$ cat src/rtl/arb_burst_forwarder.sv
// ---------------------------------------------------------------------------
// arb_burst_forwarder
//
// Purpose:
//   Consumes the one-hot grant/vld pair from priority_arbiter and forwards the
//   granted requester's beat into a single registered output stage.
//   A burst is locked to its first requester until that requester presents
//   src_last. Grant changes are ignored during the burst, so bursts never
//   interleave.
//
// Handshake:
//   An output beat transfers on a cycle where out_valid && out_ready.
//   out_data, out_id and out_last hold stable while out_valid && !out_ready.
//   A source beat is accepted in a cycle exactly when its src_ack bit is high.
//   Acceptance needs the output slot to be free (empty or draining this cycle).
//
// Ports:
//   clk, resetn      clock and asynchronous active-low reset
//   grant, vld       one-hot grant and any-request flag from the arbiter
//   src_valid        per-requester beat valid
//   src_data         packed per-requester payloads, i at [i*DATA_W +: DATA_W]
//   src_last         per-requester end-of-burst flag
//   src_ack          one-hot accept pulse back to the requesters (combinational)
//   out_valid/ready  output channel handshake
//   out_data         output payload
//   out_id           out_data's source requester index
//   out_last         out_data's end-of-burst flag
//   busy             high while locked in a burst (debug view of the FSM)
//   onehot_err       sticky flag for a non-one-hot grant while vld is high
// ---------------------------------------------------------------------------
module arb_burst_forwarder #(
  parameter  int NUM_INPUTS = 4,
  parameter  int DATA_W     = 32,
  localparam int ID_W       = $clog2(NUM_INPUTS)
) (
  input  logic                         clk,
  input  logic                         resetn,
  input  logic [NUM_INPUTS-1:0]        grant,
  input  logic                         vld,
  input  logic [NUM_INPUTS-1:0]        src_valid,
  input  logic [NUM_INPUTS*DATA_W-1:0] src_data,
  input  logic [NUM_INPUTS-1:0]        src_last,
  output logic [NUM_INPUTS-1:0]        src_ack,
  output logic                         out_valid,
  input  logic                         out_ready,
  output logic [DATA_W-1:0]            out_data,
  output logic [ID_W-1:0]              out_id,
  output logic                         out_last,
  output logic                         busy,
  output logic                         onehot_err
);

  typedef enum logic {
    IDLE  = 1'b0,
    BURST = 1'b1
  } state_e;

  state_e              state_q, state_d;
  logic [ID_W-1:0]     owner_q, owner_d;
  logic                out_valid_q;
  logic [DATA_W-1:0]   out_data_q;
  logic [ID_W-1:0]     out_id_q;
  logic                out_last_q;
  logic                onehot_err_q;

  logic                slot_free;
  logic [ID_W-1:0]     sel;
  logic [ID_W:0]       grant_cnt;
  logic                bad_grant;
  logic                accept;
  logic [ID_W-1:0]     acc_idx;
  logic [DATA_W-1:0]   beat_data;
  logic                beat_last;

  assign slot_free = !out_valid_q || out_ready;

  // Grant decode: lowest set bit wins, so a malformed grant still picks
  // a deterministic source.
  always_comb begin
    sel       = '0;
    grant_cnt = '0;
    for (int i = NUM_INPUTS - 1; i >= 0; i--) begin
      if (grant[i]) sel = ID_W'(i);
    end
    for (int i = 0; i < NUM_INPUTS; i++) begin
      grant_cnt = grant_cnt + (ID_W+1)'(grant[i]);
    end
    bad_grant = vld && (grant_cnt != (ID_W+1)'(1));
  end

  // FSM next state and accept decision.
  always_comb begin
    state_d = state_q;
    owner_d = owner_q;
    accept  = 1'b0;
    acc_idx = owner_q;
    case (state_q)
      IDLE: begin
        if (vld && slot_free) begin
          accept  = 1'b1;
          acc_idx = sel;
          if (!src_last[sel]) begin
            state_d = BURST;
            owner_d = sel;
          end
        end
      end
      BURST: begin
        // grant/vld are deliberately ignored here; only the owner can advance.
        if (src_valid[owner_q] && slot_free) begin
          accept = 1'b1;
          if (src_last[owner_q]) state_d = IDLE;
        end
      end
      default: state_d = IDLE;
    endcase
    // The ack is combinational, so it must be masked while reset is held.
    if (!resetn) accept = 1'b0;
  end

  // Source beat mux and ack decode.
  always_comb begin
    beat_data = '0;
    beat_last = 1'b0;
    src_ack   = '0;
    for (int i = 0; i < NUM_INPUTS; i++) begin
      if (acc_idx == ID_W'(i)) begin
        beat_data  = src_data[i*DATA_W +: DATA_W];
        beat_last  = src_last[i];
        src_ack[i] = accept;
      end
    end
  end

  always_ff @(posedge clk or negedge resetn) begin
    if (!resetn) begin
      state_q      <= IDLE;
      owner_q      <= '0;
      out_valid_q  <= 1'b0;
      out_data_q   <= '0;
      out_id_q     <= '0;
      out_last_q   <= 1'b0;
      onehot_err_q <= 1'b0;
    end else begin
      state_q <= state_d;
      owner_q <= owner_d;
      if (accept) begin
        // A new beat loads even when the current one pops this same cycle.
        out_valid_q <= 1'b1;
        out_data_q  <= beat_data;
        out_id_q    <= acc_idx;
        out_last_q  <= beat_last;
      end else if (out_ready) begin
        out_valid_q <= 1'b0;
      end
      if (bad_grant) onehot_err_q <= 1'b1;
    end
  end

  assign out_valid  = out_valid_q;
  assign out_data   = out_data_q;
  assign out_id     = out_id_q;
  assign out_last   = out_last_q;
  assign busy       = (state_q == BURST);
  assign onehot_err = onehot_err_q;

endmodule

$ cat config.mk
export PLATFORM = sky130hd
export DESIGN_NAME = arb_burst_forwarder
export DESIGN_NICKNAME = d
export VERILOG_FILES = /design/src/rtl/arb_burst_forwarder.sv
export SDC_FILE = /design/constraint.sdc
export NUM_CORES = 1
export LEC_CHECK = 0
export ABC_AREA = 0
export BUFFER_PORTS_ARGS = -buffer_cell sky130_fd_sc_hd__buf_2
export CORE_AREA = 2 2 84 86
export DETAILED_ROUTE_END_ITERATION = 8
export DIE_AREA = 0 0 86 88
export GPL_TIMING_DRIVEN = 0
export PLACE_DENSITY_LB_ADDON = 0.05
export SYNTH_ARGS = -nofsm -noshare
export SYNTH_HDL_FRONTEND = slang
export SYNTH_SLANG_ARGS = --single-unit
$ cat constraint.sdc
create_clock -name clk -period 2.2 [get_ports clk]
set_input_delay 0 -clock clk [delete_from_list [all_inputs] [get_ports clk]]
set_output_delay 0 -clock clk [all_outputs]
set_load 0.01 [all_outputs]
==> results.txt <==
The run finished, with violations left. The final reports fail on negative hold slack. The tools report the detailed placement HPWL as 7330 um. The tools report the leakage power of the design as 2.03 nW. After synthesis, flip-flops and latches occupy 36.7% of the total area.

VDD sags by at most 0.000485 V. The post-route DRC violation count came out at 0. Routability-driven placement finished with a final weighted congestion of 0.822.

The post-synthesis to final-layout area growth was 50.1%. After global routing the overflow that remains totals 0. Of all nets on the critical path, the largest fanout is 10. Summing the areas of all fa, ha and maj instances in the mapped netlist gives 1.65% of the synthesized area.

For this run, global-route usage on met1 was measured as 33.5%. Worst clock skew on the final layout: 0.00466 ns. The worst path uses 94.5% of the clock period. Quantity of I/O buffers inserted on ports: 185. The first global-routing pass estimated 15600 um of wire.

0 antenna diodes ended up in the layout. The tools report the violation count after the first detailed-route iteration as 130. The logs give 668 for the count of nets after finishing and 40 for the number of sinks on the clock net. For the finished layout, the period the worst path requires is 2.08 ns. The worst setup path is captured at an output pin. Measured against its own limit, the worst slew margin works out to 62.2%. The tool flagged a number of max-cap violations equal to 0. The floorplan step defined a core boundary enclosing 6640 um^2.

When the netlist entered floorplanning its net count stood at 458. The floorplan step set the die height to 88 um. The number of H-tree levels is 2, and the met2 track demand over resource is 45.1%. The layer flagged by global routing as most heavily used is met2. For this configuration, the core starts out at a cell density of 41.1%. Row generation in the floorplan step produced 30 rows. Summing the areas of all and, or, nand and nor instances in the mapped netlist gives 18.8% of the synthesized area. The main combinational cell family by area after synthesis is compound AO/OA/AOI/OAI gates. Worst-case clock buffer depth: 2. In the synthesized netlist, mux cells make up 1.51% of the area. The run gives 3197 as the number of global-route vias before repair. In the final layout, the share of cells above drive strength 1 is 43.9%. The total of warnings raised by yosys is 0, and the initial antenna violation count is 0. The cell area that synthesis handed to floorplanning was 2730 um^2.

After detailed routing, the average wire length per cell comes to 16.8 um. The floorplan step defined a die boundary enclosing 7570 um^2. Clock root buffer: sky130_fd_sc_hd__clkbuf_8. Yosys mapped a number of flops with a built-in enable equal to 0.

At the end of the flow the core is filled with cells to 61.7%. Synthesis inferred 40 register bits. Length of the first detailed-routing pass in iterations: 4. STA classifies the critical path startpoint as a flop. After detailed routing, the number of vias per cell comes to 5.59. The CTS buffer count was 5. In the layout the commonest cells are sky130_fd_sc_hd__buf_2 (196), sky130_fd_sc_hd__dfrtp_1 (40), sky130_fd_sc_hd__nand2_1 (35). Top-level I/O count: 186. The type of the worst setup path was flop to output pin.

The highest achievable clock rate was 0.481 GHz. The tools report the pin count of the biggest net entering global routing as 41. The arrival time at the worst endpoint was 2.08 ns. For this run, the leading register cell type out of synthesis is sky130_fd_sc_hd__dfrtp_1.

Setup violations remaining at the end of the flow were counted as 0. The total wire length is 10100 um, and the synthesized netlist cell count is 311. The overall routing resource usage is 26.0%.

For this run, asynchronously set or reset flops after synthesis account for 100%. TritonCTS built the clock tree. Worst hold slack across all endpoints: -0.000347 ns.

The path class of the tightest hold or removal check is primary input to flop. At the worst endpoint, the required time is 2.20 ns. The total number of vias came out at 3364. The design draws 0.00461 W.

The per-instance average area after synthesis works out to 8.78 um^2. The count of nets left with antenna violations once routing finished came out at 0. Of the total synthesized cell area, the portion taken by XOR and XNOR cells is 0%. The number of fillers in the final layout is 640, and the fraction of met3 tracks used by global routing is 5.18%. The die extent in x was 86 um; the fraction of the mapped netlist area in compound gates was 34.7%. Setup repair after global routing left no endpoint under its margin.

In this run the power density over the cells is 1130 nW/um^2. Most common library cell in the layout ignoring fill and taps: sky130_fd_sc_hd__buf_2. The worst-margin pin slew was 0.567 ns.

The run gives 1 as the count of endpoints failing hold in the final timing report. For the final routed database, the setup TNS stands at 0 ns. The logs give 0 for the number of max-slew violations in the final report and 46 for the distinct cell type count of the synthesized netlist. After clock tree synthesis, the clock-pin slew on the worst setup and hold paths is 0.08 ns. Clock latency on the worst-skew pair, taken at its later pin, is 0.30 ns.
==> kinds of logic after synthesis <==
group | count (synthesis)
multiplexers | 4
adder cells (fa/ha/maj) | 3
AND/OR/NAND/NOR | 99
buffers and inverters | 34
flip-flops | 40
AO/OA/AOI/OAI | 131
==> layer usage <==
layer / vias to the layer above / wire (um) / share of wire (%)
met1: 1593 / 4410 / 44
met3: 11 / 643 / 6.4
met4: 0 / 87 / 0.86
met2: 143 / 4950 / 49
met5: - / 0 / 0
li1: 1617 / - / -
==> repair_timing <==
action	4_1_cts	5_1_grt
hold endpoints to repair	58	0
setup endpoints to repair	0	2
gates resized for setup	0	6
hold buffers	20	0
buffers inserted	0	0
==> worst max-delay path, cell delays in order, from the launching register on <==
cell	delay, ns
sky130_fd_sc_hd__dfrtp_1	0.44
sky130_fd_sc_hd__and2b_1	0.28
sky130_fd_sc_hd__o21ai_4	0.30
sky130_fd_sc_hd__nand2_2	0.18
sky130_fd_sc_hd__buf_2	0.25
sky130_fd_sc_hd__nor3_1	0.18
sky130_fd_sc_hd__buf_2	0.16
==> sequential cells by signal, summed over array words and instances (netlist names) <==
name,count
out_id,2
out_data,32
out_valid,1
owner_q,2
out_last,1
onehot_err,1
busy,1
==> layout make-up <==
cell class              instances  area, um^2  area share (%)
plain buffers                  26         153            3.73
clock buffers                   7        86.3            2.11
clock inverters                 1        7.51           0.183
inverters                       6        22.5           0.550
multi-input cells             237        1590            38.8
flip-flops and latches         40        1000            24.4
well taps                      80         100            2.44
repair buffers                205        1140            27.7
==> final timing paths <==
path                                       endpoint  slack (ns)                    from  cells after the start
min in group asynchronous    onehot_err$_DFFE_PN0P_        0.27                  resetn                      3
hold / removal              out_data[4]$_DFFE_PN0N_     -0.0003            src_data[36]                      3
setup reg to reg            out_data[4]$_DFFE_PN0N_        0.24   out_valid$_DFFE_PN0P_                      7
setup / recovery                         src_ack[0]        0.12   out_valid$_DFFE_PN0P_                      6
hold reg to reg              onehot_err$_DFFE_PN0P_        0.47  onehot_err$_DFFE_PN0P_                      1
max in group asynchronous  out_data[31]$_DFFE_PN0N_        1.70                  resetn                      3
==> stage by stage <==
step	cell area, um^2	worst slack [ns]	cells
2_1_floorplan	2730	0.528	311
3_3_place_gp	3760	0.201	576
3_5_place_dp	3760	0.196	576
4_1_cts	4060	0.0116	604
5_1_grt	4100	0.00161	602
6_report	4100	0.121	602
==> where the power goes <==
part	internal (W)	switching, W
Combinational	0.00113	0.00163
Clock	0.000256	0.000282
Sequential	0.00109	0.000218
==> Yosys cell counts, drive strengths merged, types with 3 or more instances <==
| library cell | n | area share (%) |
|---|---|---|
| a211oi | 26 | 7.1 |
| buf | 19 | 4.5 |
| o221ai | 25 | 8.2 |
| a221oi | 8 | 2.6 |
| clkbuf | 9 | 1.2 |
| o21ai | 41 | 7.8 |
| and3 | 33 | 7.6 |
| a21boi | 8 | 2.2 |
| a21oi | 10 | 1.8 |
| mux2i | 3 | 1.1 |
| nand2 | 37 | 5.3 |
| inv | 6 | 0.82 |
| nor2 | 15 | 2.2 |
| dfrtp | 40 | 37 |
Power figures use the tool's default switching activity.
